`src/rtl/acc_rr_scheduler.sv`:
```
// Round-robin scheduler that shares one accumulate datapath between two requesters.
// A granted job clears the accumulator, then adds LEN operands taken over a valid/ready
// handshake. It finishes with a one-cycle done pulse to the owner.
module acc_rr_scheduler #(
    parameter int unsigned WIDTH = 8,
    parameter int unsigned LEN_W = 4
) (
    input  logic             clock,
    input  logic             reset,
    input  logic             req0,
    input  logic [LEN_W-1:0] len0,
    input  logic [WIDTH-1:0] dat0,
    input  logic             vld0,
    output logic             rdy0,
    input  logic             req1,
    input  logic [LEN_W-1:0] len1,
    input  logic [WIDTH-1:0] dat1,
    input  logic             vld1,
    output logic             rdy1,
    output logic [1:0]       gnt,
    output logic             busy,
    output logic [WIDTH-1:0] result,
    output logic             ovf,
    output logic [1:0]       done
);

    typedef enum logic [1:0] {StIdle, StClear, StAccum, StDone} state_e;

    state_e           state_q, state_d;
    logic [1:0]       gnt_q, gnt_d;
    logic [LEN_W-1:0] cnt_q, cnt_d;
    logic [WIDTH-1:0] result_q, result_d;
    logic             ovf_q, ovf_d;
    // High when requester 1 has priority on a tie, i.e. requester 0 was served last.
    logic             prio1_q, prio1_d;

    logic             win0;
    logic             hs;
    logic [WIDTH-1:0] dat_sel;
    logic [WIDTH:0]   sum;

    // State register and datapath registers; reset wins over any handshake or grant.
    always_ff @(posedge clock) begin
        if (reset) begin
            state_q  <= StIdle;
            gnt_q    <= 2'b00;
            cnt_q    <= '0;
            result_q <= '0;
            ovf_q    <= 1'b0;
            prio1_q  <= 1'b0;
        end else begin
            state_q  <= state_d;
            gnt_q    <= gnt_d;
            cnt_q    <= cnt_d;
            result_q <= result_d;
            ovf_q    <= ovf_d;
            prio1_q  <= prio1_d;
        end
    end

    // Next-state: arbitration, job setup, accumulation and completion.
    always_comb begin
        state_d  = state_q;
        gnt_d    = gnt_q;
        cnt_d    = cnt_q;
        result_d = result_q;
        ovf_d    = ovf_q;
        prio1_d  = prio1_q;

        win0    = req0 && (!req1 || !prio1_q);
        dat_sel = gnt_q[0] ? dat0 : dat1;
        // Owner's rdy is high throughout ACCUM, so its vld alone completes a handshake.
        hs      = (state_q == StAccum) && (gnt_q[0] ? vld0 : vld1);
        sum     = {1'b0, result_q} + {1'b0, dat_sel};

        unique case (state_q)
            StIdle: begin
                if (req0 || req1) begin
                    gnt_d   = win0 ? 2'b01 : 2'b10;
                    cnt_d   = win0 ? len0 : len1;
                    state_d = StClear;
                end
            end
            StClear: begin
                result_d = '0;
                ovf_d    = 1'b0;
                state_d  = (cnt_q == '0) ? StDone : StAccum;
            end
            StAccum: begin
                if (hs) begin
                    result_d = sum[WIDTH-1:0];
                    ovf_d    = ovf_q | sum[WIDTH];
                    cnt_d    = cnt_q - LEN_W'(1);
                    if (cnt_q == LEN_W'(1)) begin
                        state_d = StDone;
                    end
                end
            end
            StDone: begin
                prio1_d = gnt_q[0];
                gnt_d   = 2'b00;
                state_d = StIdle;
            end
            default: state_d = StIdle;
        endcase
    end

    // Outputs decoded from the current state and owner.
    always_comb begin
        busy = (state_q != StIdle);
        rdy0 = (state_q == StAccum) && gnt_q[0];
        rdy1 = (state_q == StAccum) && gnt_q[1];
        done = (state_q == StDone) ? gnt_q : 2'b00;
    end

    assign gnt    = gnt_q;
    assign result = result_q;
    assign ovf    = ovf_q;

endmodule

```
`config.mk`:
```
export PLATFORM = sky130hd
export DESIGN_NAME = acc_rr_scheduler
export DESIGN_NICKNAME = d
export VERILOG_FILES = /design/src/rtl/acc_rr_scheduler.sv
export SDC_FILE = /design/constraint.sdc
export NUM_CORES = 1
export LEC_CHECK = 0
export CAP_MARGIN = 5
export CORE_ASPECT_RATIO = 1.4
export CORE_UTILIZATION = 65
export DETAILED_ROUTE_END_ITERATION = 8
export DONT_BUFFER_PORTS = 1
export PLACE_DENSITY = 0.81
export RECOVER_POWER = 50
export SYNTH_ARGS = -nofsm -noshare
export SYNTH_HDL_FRONTEND = slang
export SYNTH_SLANG_ARGS = --single-unit
```
`constraint.sdc`:
```
create_clock -name clock -period 3.9 [get_ports clock]
set_input_delay 0.78 -clock clock [delete_from_list [all_inputs] [get_ports clock]]
set_output_delay 0.78 -clock clock [all_outputs]
set_load 0.05 [all_outputs]
```
==> results_dict.tcl <==
set metrics [dict create \
    synthXorXnorAreaFrac 0.0313 \
    clockBufferDepth 2 \
    required_ps 4100 \
    drive_gt1_frac 0.101 \
    drc_errors 0 \
    first_global_vias 1169 \
    clk_pin_slew_ps 100 \
    syn-num-nets 205 \
    startpoint_type "flop" \
    num-fill-cells 178 \
    finalSetupViolCount 0 \
    pwr-share-clk 0.108 \
    slew_headroom 0.502 \
    netlist_instances 158 \
    power.density_nw_per_um2 616 \
    ys_types 43 \
    track_usage 0.280 \
    multiInputGateArea_um2 978 \
    ctsHoldBuffers 0 \
    crit_family "flip-flops" \
    final_cell_mix "21 x nor2_1, 18 x dfxtp_1, 16 x ha_1" \
    cap_violations 0 \
    combPwrFrac 0.526 \
    mostFrequentLayoutCell "nor2_1" \
    initial_core_util 0.702 \
    synth_compound_area_frac 0.226 \
    path_depth 8 \
    synth_mux_area_frac 0.148 \
    switching_share 0.485 \
    rsz0062_at_grt "false" \
    internal-power_uw 453 \
    hold_viol 0 \
    ys_ff_latch 18 \
    die_y_um 56.9 \
    synth_edf_count 0 \
    cts.sinks 18 \
    post_cts_resized 0 \
    synthAdderAreaFrac 0.157 \
    rows 19 \
    synth_area_per_cell_um2 8.87 \
    htreeDepth 1 \
    cts_setup_buffers 0 \
    max_freq_ghz 0.325 \
    crit_buf_inv 1 \
    rrSetupSlack_ps 820 \
    max_stage_delay_ps 770 \
    vias_per_cell 6.83 \
    fin_ws_ps 821 \
    synth_simple_gate_area_frac 0.145 \
    core_um2 2000 \
    cts-root-buf "clkbuf_4" \
    final_max_slew_viol_count 0 \
    cts_buffers 3 \
    synthFlopType "dfxtp_1" \
    leakage_uw 0.000607 \
    grt_max_degree 18 \
    grt_pass1_wl_mm 4.57 \
    crit_arrival_ps 3280 \
    async_reset_ff_frac 0 \
    cpMaxStageDelayCell "dfxtp_1" \
    path_max_fanout 9 \
    first_pass_iters 4 \
    seqPwrFrac 0.366 \
    ff2ff_path_depth 8 \
    hold_class "reg2reg" \
    worstHoldPathCells 2 \
    clk_latency_ps 300 \
    antenna_found_initial 0 \
    period_share 0.790 \
    routedWlPerCell_um 17.0 \
    vias 1222 \
    dp_cells 176 \
    p_sw_uw 426 \
    dp_hpwl_mm 2.35 \
    syn-cell-area_um2 1400 \
    yosysWarnings 0 \
    place_congestion 0.815 \
    tns_ps 0 \
    regArea_um2 360 \
    syn_to_final_growth_pct 1.70 \
    ant_nets 0 \
    ir_drop_mv 0.409 \
    seq_area_frac_synth 0.257 \
    synth_top_family_by_area "compound AO/OA/AOI/OAI gates" \
    wl_mm 3.04 \
    place_ws_ps 1040 \
    critPathKind "reg2reg" \
    die_w_um 41.2 \
    cts_tree "yes" \
    drt-initial-drc-count 39 \
    power.total_uw 879 \
    antennaDiodeCount 0 \
    clock_skew_ps 3.42 \
    io_pins 46 \
    grt_overflow_total 0 \
    tightestPinTransition_ps 746 \
    worstPathCellList "clkbuf_1 -> mux2_2 -> ha_1 -> o21ai_0 -> o21a_1 -> nor3_1 -> xor2_1 -> a22o_1" \
    io_buffers 0 \
    layout.nets 207 \
    die_area_um2 2350 \
    instances_no_fill 179 \
    min_period_ps 3080 \
    crit_path_end_kind "flop" \
    status "finished clean" \
]
[worst min-delay path, cell delays in order, from the launching register on]
cell and delay (ps):
dfxtp_1 350, nand2_1 60, a21oi_1 60
[logic make-up (layout without fill, tap and decap cells)]
logic type / count (synthesis) / after routing
mux: 18 / 18
simple gates: 44 / 44
buf+inv: 13 / 13
xor+xnor: 5 / 5
compound gates: 43 / 43
flops: 18 / 18
fa+ha+maj: 17 / 17
[area by class of cell]
| type | instances | area share |
|---|---|---|
| timing repair buffer | 1 | 0.00263 |
| multi-input combinational | 127 | 0.687 |
| sequential | 18 | 0.253 |
| tap | 21 | 0.0184 |
| inverter | 9 | 0.0237 |
| clock buffer | 3 | 0.0158 |
[metal layers]
metal  global-route usage  vias to the layer above  share of wire
met4                0.147                        0          0.017
li1                     -                      584              -
met2                0.509                       59           0.53
met3               0.0428                        6          0.074
met5                    0                        -              0
met1                0.272                      573           0.38
[Yosys cell counts, types with 2 or more instances]
cell / n / area share
a211oi_1: 3 / 0.016
a21o_1: 2 / 0.011
a21oi_1: 6 / 0.021
a22o_1: 3 / 0.019
a22oi_1: 6 / 0.032
and2_1: 4 / 0.018
clkbuf_1: 3 / 0.0080
dfxtp_1: 18 / 0.26
ha_1: 16 / 0.14
inv_1: 9 / 0.024
mux2_2: 8 / 0.064
mux2i_1: 8 / 0.057
nand2_1: 7 / 0.019
nor2_1: 21 / 0.056
nor3_1: 4 / 0.014
nor4_1: 2 / 0.0089
o21a_1: 2 / 0.011
o21ai_0: 7 / 0.025
o21bai_1: 2 / 0.011
xnor2_1: 3 / 0.019
xor2_1: 2 / 0.013
[power groups by stage]
| stage | Clock [uW] | Combinational, uW | Sequential [uW] |
|---|---|---|---|
| 3_5_place_dp | 0 | 473 | 326 |
| 4_1_cts | 96.4 | 475 | 321 |
| 6_report | 94.9 | 462 | 322 |
| 3_3_place_gp | 0 | 457 | 322 |
| 2_1_floorplan | 0 | 397 | 313 |
| 5_1_grt | 101 | 510 | 328 |
[state kept, by name (all words and copies together) (netlist names)]
signal / count
cnt_q: 4
state_q: 2
gnt: 2
ovf: 1
result: 8
prio1_q: 1
[stage by stage]
step           cell area (um2)  utilization  hold WS (ps)
6_report                  1430        0.714           500
5_1_grt                   1430        0.714           523
4_1_cts                   1440        0.722           497
3_5_place_dp              1420        0.711           484
3_3_place_gp              1420        0.711           475
2_1_floorplan             1400            -           462
[worst paths after layout]
path | from | endpoint
setup / recovery | gnt[0] | result[7]
hold / removal | cnt_q[2] | cnt_q[2]
setup reg to reg | gnt[0] | result[7]
hold reg to reg | cnt_q[2] | cnt_q[2]
No activity file was read; power rests on OpenSTA's default activity.
